[src/rtl/uart_tx_io.sv]
// uart_tx_io: memory-mapped 8N1 UART transmitter with a small byte FIFO.
// Optional even parity bit when UART_PARITY_EN is defined.
//
// Ports:
//   clk        system clock, all state on the rising edge
//   reset      synchronous active-low reset
//   writedata  store data; [31]=0 data push, [31]=1 control
//   WE         write strobe from the address decoder
//   RD         status: [0] empty [1] full [2] busy [3] overflow
//              [4] parity present, [8 +: FIFO_AW+1] count
//   tx         serial line, registered, idle high
module uart_tx_io #(
  parameter int CLKS_PER_BIT = 16,
  parameter int FIFO_AW      = 2
) (
  input  logic        clk,
  input  logic        reset,
  input  logic [31:0] writedata,
  input  logic        WE,
  output logic [31:0] RD,
  output logic        tx
);

  localparam int DEPTH = 1 << FIFO_AW;
  localparam int BW    = $clog2(CLKS_PER_BIT);

  localparam logic [BW-1:0] BAUD_MAX =
    BW'(CLKS_PER_BIT - 1);
  localparam logic [FIFO_AW:0] FULL_CNT =
    {1'b1, {FIFO_AW{1'b0}}};

`ifdef UART_PARITY_EN
  typedef enum logic [2:0] {
    IDLE, START, DATA, PARITY, STOP
  } state_t;
`else
  typedef enum logic [1:0] {
    IDLE, START, DATA, STOP
  } state_t;
`endif

  // FIFO state
  logic [7:0]         mem_q [DEPTH];
  logic [FIFO_AW-1:0] wptr_q, wptr_d;
  logic [FIFO_AW-1:0] rptr_q, rptr_d;
  logic [FIFO_AW:0]   cnt_q, cnt_d;
  logic               ovf_q, ovf_d;

  // Serialiser state
  state_t        state_q;
  logic [BW-1:0] baud_q;
  logic [2:0]    bit_q;
  logic [7:0]    sh_q;
  logic          tx_q;
`ifdef UART_PARITY_EN
  logic          par_q;
`endif

  logic       empty, full;
  logic       baud_end;
  logic       pop, push;
  logic       data_wr, ctrl_wr;
  logic [7:0] head;
  logic       unused_wd;

  assign unused_wd = ^writedata[30:8];

  assign empty    = (cnt_q == '0);
  assign full     = (cnt_q == FULL_CNT);
  assign baud_end = (baud_q == BAUD_MAX);
  assign head     = mem_q[rptr_q];

  assign data_wr = WE & ~writedata[31];
  assign ctrl_wr = WE &  writedata[31];

  // The serialiser takes a byte when idle, or at the last
  // stop-bit cycle so frames run back to back.
  assign pop = ~empty &
    ((state_q == IDLE) |
     ((state_q == STOP) & baud_end));

  // A pop at the same edge frees a slot for a full FIFO.
  assign push = data_wr & (~full | pop);

  always_comb begin
    wptr_d = wptr_q;
    rptr_d = rptr_q;
    cnt_d  = cnt_q;
    ovf_d  = ovf_q;
    if (push) wptr_d = wptr_q + 1'b1;
    if (pop)  rptr_d = rptr_q + 1'b1;
    unique case ({push, pop})
      2'b10:   cnt_d = cnt_q + 1'b1;
      2'b01:   cnt_d = cnt_q - 1'b1;
      default: cnt_d = cnt_q;
    endcase
    if (ctrl_wr && writedata[0])
      ovf_d = 1'b0;
    else if (data_wr && full && !pop)
      ovf_d = 1'b1;
  end

  always_ff @(posedge clk) begin
    if (!reset) begin
      wptr_q <= '0;
      rptr_q <= '0;
      cnt_q  <= '0;
      ovf_q  <= 1'b0;
    end else begin
      wptr_q <= wptr_d;
      rptr_q <= rptr_d;
      cnt_q  <= cnt_d;
      ovf_q  <= ovf_d;
    end
  end

  // Storage needs no reset: the pointers define validity.
  always_ff @(posedge clk) begin
    if (push) mem_q[wptr_q] <= writedata[7:0];
  end

  always_ff @(posedge clk) begin
    if (!reset) begin
      state_q <= IDLE;
      baud_q  <= '0;
      bit_q   <= '0;
      sh_q    <= '0;
      tx_q    <= 1'b1;
`ifdef UART_PARITY_EN
      par_q   <= 1'b0;
`endif
    end else begin
      unique case (state_q)
        IDLE: begin
          baud_q <= '0;
          if (pop) begin
            sh_q    <= head;
`ifdef UART_PARITY_EN
            par_q   <= ^head;
`endif
            tx_q    <= 1'b0;
            state_q <= START;
          end
        end
        START: begin
          if (baud_end) begin
            baud_q  <= '0;
            bit_q   <= '0;
            tx_q    <= sh_q[0];
            state_q <= DATA;
          end else begin
            baud_q <= baud_q + 1'b1;
          end
        end
        DATA: begin
          if (baud_end) begin
            baud_q <= '0;
            if (bit_q == 3'd7) begin
`ifdef UART_PARITY_EN
              tx_q    <= par_q;
              state_q <= PARITY;
`else
              tx_q    <= 1'b1;
              state_q <= STOP;
`endif
            end else begin
              bit_q <= bit_q + 1'b1;
              sh_q  <= {1'b0, sh_q[7:1]};
              tx_q  <= sh_q[1];
            end
          end else begin
            baud_q <= baud_q + 1'b1;
          end
        end
`ifdef UART_PARITY_EN
        PARITY: begin
          if (baud_end) begin
            baud_q  <= '0;
            tx_q    <= 1'b1;
            state_q <= STOP;
          end else begin
            baud_q <= baud_q + 1'b1;
          end
        end
`endif
        STOP: begin
          if (baud_end) begin
            baud_q <= '0;
            if (pop) begin
              sh_q    <= head;
`ifdef UART_PARITY_EN
              par_q   <= ^head;
`endif
              tx_q    <= 1'b0;
              state_q <= START;
            end else begin
              state_q <= IDLE;
            end
          end else begin
            baud_q <= baud_q + 1'b1;
          end
        end
        default: begin
          baud_q  <= '0;
          tx_q    <= 1'b1;
          state_q <= IDLE;
        end
      endcase
    end
  end

  assign tx = tx_q;

  always_comb begin
    RD                 = '0;
    RD[0]              = empty;
    RD[1]              = full;
    RD[2]              = (state_q != IDLE);
    RD[3]              = ovf_q;
`ifdef UART_PARITY_EN
    RD[4]              = 1'b1;
`endif
    RD[8 +: FIFO_AW+1] = cnt_q;
  end

endmodule

[config.mk]
export PLATFORM = sky130hd
export DESIGN_NAME = uart_tx_io
export DESIGN_NICKNAME = d
export VERILOG_FILES = /design/src/rtl/uart_tx_io.sv
export SDC_FILE = /design/constraint.sdc
export NUM_CORES = 1
export LEC_CHECK = 0
export CAP_MARGIN = 20
export CORE_ASPECT_RATIO = 0.8
export CORE_MARGIN = 2
export CORE_UTILIZATION = 30
export DETAILED_ROUTE_END_ITERATION = 16
export GPL_TIMING_DRIVEN = 0
export REMOVE_ABC_BUFFERS = 1
export SKIP_LAST_GASP = 1
export SYNTH_ARGS = -nofsm -noshare
export SYNTH_HDL_FRONTEND = slang
export SYNTH_SLANG_ARGS = --single-unit
[constraint.sdc]
create_clock -name clk -period 6.5 [get_ports clk]
set_clock_uncertainty 0.1 [all_clocks]
set_input_delay 1.625 -clock clk [delete_from_list [all_inputs] [get_ports clk]]
set_output_delay 1.625 -clock clk [all_outputs]
set_load 0.02 [all_outputs]
==> results of run 1 <==
-- state kept, by name, summed over array words and instances (netlist names), named ones only --
signal / count
cnt_q: 3
wptr_q: 2
sh_q: 8
state_q: 2
mem_q: 32
bit_q: 3
tx: 1
baud_q: 4
ovf_q: 1
rptr_q: 2
-- cell families (layout without fill, tap and decap cells) --
| kind of cell | count (synthesis) | in the layout | synth area share |
|---|---|---|---|
| xor+xnor | 6 | 6 | 0.0178 |
| other cells | 1 | 25 | 0.00127 |
| simple gates | 51 | 51 | 0.0938 |
| mux | 20 | 20 | 0.102 |
| flops | 60 | 60 | 0.516 |
| buf+inv | 47 | 46 | 0.101 |
| fa+ha+maj | 14 | 14 | 0.0620 |
| compound gates | 41 | 41 | 0.106 |
-- worst max-delay path, stage by stage (launching register included) --
cell,delay (ns)
dfxtp_1,0.35
or3_1,0.51
inv_1,0.18
clkdlybuf4s50_1,0.62
-- area by class of cell --
type                       count  area, µm²  area share
clock buffer                   9        225      0.0659
clock inverter                 7       75.1      0.0220
inverter                      11       41.3      0.0121
multi-input combinational    157       1220       0.356
sequential                    60       1520       0.445
tap                          119        149      0.0435
timing repair buffer          19        190      0.0556
-- per-stage QoR --
stage               area (µm²)  power (mW)  setup WS, ns  std cells
floorplan                 2780       0.855          3.54        228
global placement          3120       0.977          3.00        366
detailed placement        3120       0.985          2.95        366
CTS                       3420        1.46          2.78        382
global route              3420        1.54          2.69        382
finish                    3420        1.45          2.78        382
-- power by group through the flow --
stage          clock [mW]  sequential (mW)  combinational, mW
2_1_floorplan           0            0.517              0.338
3_3_place_gp            0            0.519              0.459
3_5_place_dp            0            0.522              0.463
4_1_cts             0.481            0.514              0.466
5_1_grt             0.503            0.524              0.514
6_report            0.470            0.513              0.464
-- synthesized netlist by cell type, drive strengths merged, types with 3 or more instances --
cell and number:
a21oi 10, and2 5, buf 33, clkbuf 3, dfxtp 28, edfxtp 32
ha 13, inv 11, mux2i 12, mux4 8, nand2 12, nand2b 4
nand3 4, nor2 12, o211a 7, o211ai 8, o21ai 6, xnor2 4
-- worst max-delay path by stage --
| stage | startpoint | to | cells past startpoint |
|---|---|---|---|
| after floorplan | cnt_q[2]$_SDFFE_PN0P_ | RD[1] | 1 |
| after global placement | reset | tx$_SDFFE_PN1P_ | 3 |
| after detailed placement | WE | mem_q[2][2]$_DFFE_PP_ | 4 |
| after CTS | cnt_q[0]$_SDFFE_PN0P_ | RD[0] | 3 |
| after global routing | cnt_q[0]$_SDFFE_PN0P_ | RD[0] | 3 |
| final | cnt_q[0]$_SDFFE_PN0P_ | RD[0] | 3 |
-- cell usage in the layout (no fill, tap or decap), types with 3 or more instances in the layout --
cell / netlist / final
inv_1: 11 / 11
and2_1: 5 / 5
ha_1: 13 / 13
clkinvlp_4: 0 / 3
a21oi_1: 8 / 8
clkbuf_16: 0 / 9
mux4_2: 8 / 8
o211ai_1: 8 / 8
mux2i_1: 12 / 12
clkdlybuf4s50_1: 0 / 19
nor2_1: 12 / 12
o21ai_0: 6 / 6
conb_1: 1 / 25
dfxtp_1: 28 / 28
nand3_1: 3 / 3
nand2b_1: 4 / 4
o211a_1: 7 / 7
edfxtp_1: 32 / 32
nand2_1: 11 / 11
xnor2_1: 4 / 4
-- routing by layer --
metal  up-vias  wire, µm  track usage
li1        858         -            -
met1       831      2430        0.136
met2        55      2340        0.164
met3        12       259       0.0445
met4         0        90       0.0472
met5         -         0            0
==> summary.txt, run 1 <==
Floorplanning
  – Die span in x: about 110 µm
  – Core box area: just under 0.01 mm²
  – Initial Util: 0.307
  – IO Pins: just under 70
  – Die area: between 0.01 and 0.015 mm²
  – Die extent in y: 92.7 µm
  – Site row count: 32

Power
  – P_sw: between 0.4 and 0.5 mW
  – Internal: ~0.97 mW
  – Clock network fraction of total power: 0.325
  – Max VDD drop: approximately 0.00014 V
  – Power share of the combinational group: 0.321
  – Sw frac: 0.327
  – Flop pwr share: 0.354
  – Leakage: ~1.3 nW
  – PwrDens: between 400 and 500 mW/mm²

Logic synthesis
  – Synth Instances: 240
  – Avg Cell Area, Syn: ~12 µm²
  – Synth warnings: 0
  – Synth unique cells: 47
  – Top cells by area, synth: edfxtp_1 (33%), dfxtp_1 (19%), buf_4 (7.1%)
  – Cell taking the most area after synthesis: edfxtp_1
  – Register bit total from synthesis: 60
  – Seq/Total Area, Yosys: 0.516
  – Post-Synthesis Cell Area: around 0.003 mm²
  – Top-area cell type share of the netlist area: 0.326
  – Ys flop type: edfxtp_1
  – EDFF count, synth: 32
  – Fraction of registers with async set/reset: 0

GRT
  – Remaining Overflow, GRT: 0
  – Largest net degree at the start of global routing: 18
  – Total global-route track usage: 0.108
  – Number of global-route vias before repair: approximately 1,700
  – Global-route wire length before repair: roughly 8.7 mm
  – Antenna violations before repair: 0

Timing
  – Fmax achieved: 0.269 GHz
  – Total Neg Setup Slack: 0 ns
  – Worst slew pin tran: approximately 0.8 ns
  – Fin. Hold Viols: 0
  – RSZ-0062 raised after global routing: no
  – Min Clock Period, post-route: about 3.7 ns
  – Final Cycle Share: 0.572
  – Hold Worst Slack: about 0.37 ns
  – Slew margin rel.: 0.473
  – # setup viols final: 0
  – Final Max Tran Viols: 0

Clock tree
  – Resized cells post-CTS: 0
  – CTS root buf: clkbuf_16
  – CTS sink count: 60
  – Clk_lat worst skew: approximately 0.33 ns
  – CTS H-Tree Depth: 3
  – Longest Clk Path Bufs: 2
  – Hold buffers post-CTS: 0
  – CTS tree: built
  – Post-CTS setup buffers: 0
  – CTS Buf Count: 9
  – Worst-path clk slew: 0.05 ns

Route
  – Drt first-iter violations: 28
  – Wirelength per Cell: approximately 13 µm
  – DRC: 0
  – Routed vias: roughly 1,800
  – Routed wire length: 5.12 mm
  – TritonRoute pass-1 iters: 4
  – DRT antenna net count: 0
  – Vias per cell: 4.60

Worst setup path
  – Critical setup path kind: reg2out
  – Reg2reg path depth: 8
  – Startpoint types: flop
  – Worst EP arrival: around 2.0 ns
  – Flop2flop setup slack: 3.98 ns
  – CP required: about 4.8 ns
  – Reg2Reg Launch Point: state_q[1]$_SDFFE_PN0P_
  – Worst-path fanout max: 7
  – CP endpoint kind: output port
  – Crit Reg-Reg Endpoint: cnt_q[2]$_SDFFE_PN0P_

Min path
  – Worst hold path startpoint: baud_q[0]$_SDFF_PP0_
  – Hold path depth: 1
  – Worst Hold Class: reg2reg
  – Hold path endpoint: baud_q[0]$_SDFF_PP0_

Cells and area
  – Final nets: about 310
  – Layout cell share with drive strength beyond 1: 0.114
  – Core Util, Final: 0.356
  – Area growth from synthesis to layout: 16.0%
  – ANT cells: 0
  – Layout fillers: around 930

Outcome
  – Status: finished, final reports clean

Placed design
  – Port Buffers: 19
  – Hpwl dp: 3.62 mm
  – Final GP Congestion: approximately 0.75

Flow run
  – Max-cap violations: 0
(Power assumes the default switching activity.)
==> inputs of run 2 (changes only) <==
clock period = 3.5 ns   (was 6.5 ns; I/O delays follow)
==> results of run 2 <==
The final DEF is identical to that of run 1. Status: finished, final reports clean.
Among the figures that moved: setup slack after placement 2.95 ns -> 0.701 ns; setup slack after layout 2.78 ns -> 0.533 ns; register-to-register setup slack 3.98 ns -> 0.98 ns; total power 1.45 mW -> 2.69 mW; worst IR drop on VDD 0.000135 V -> 0.000251 V
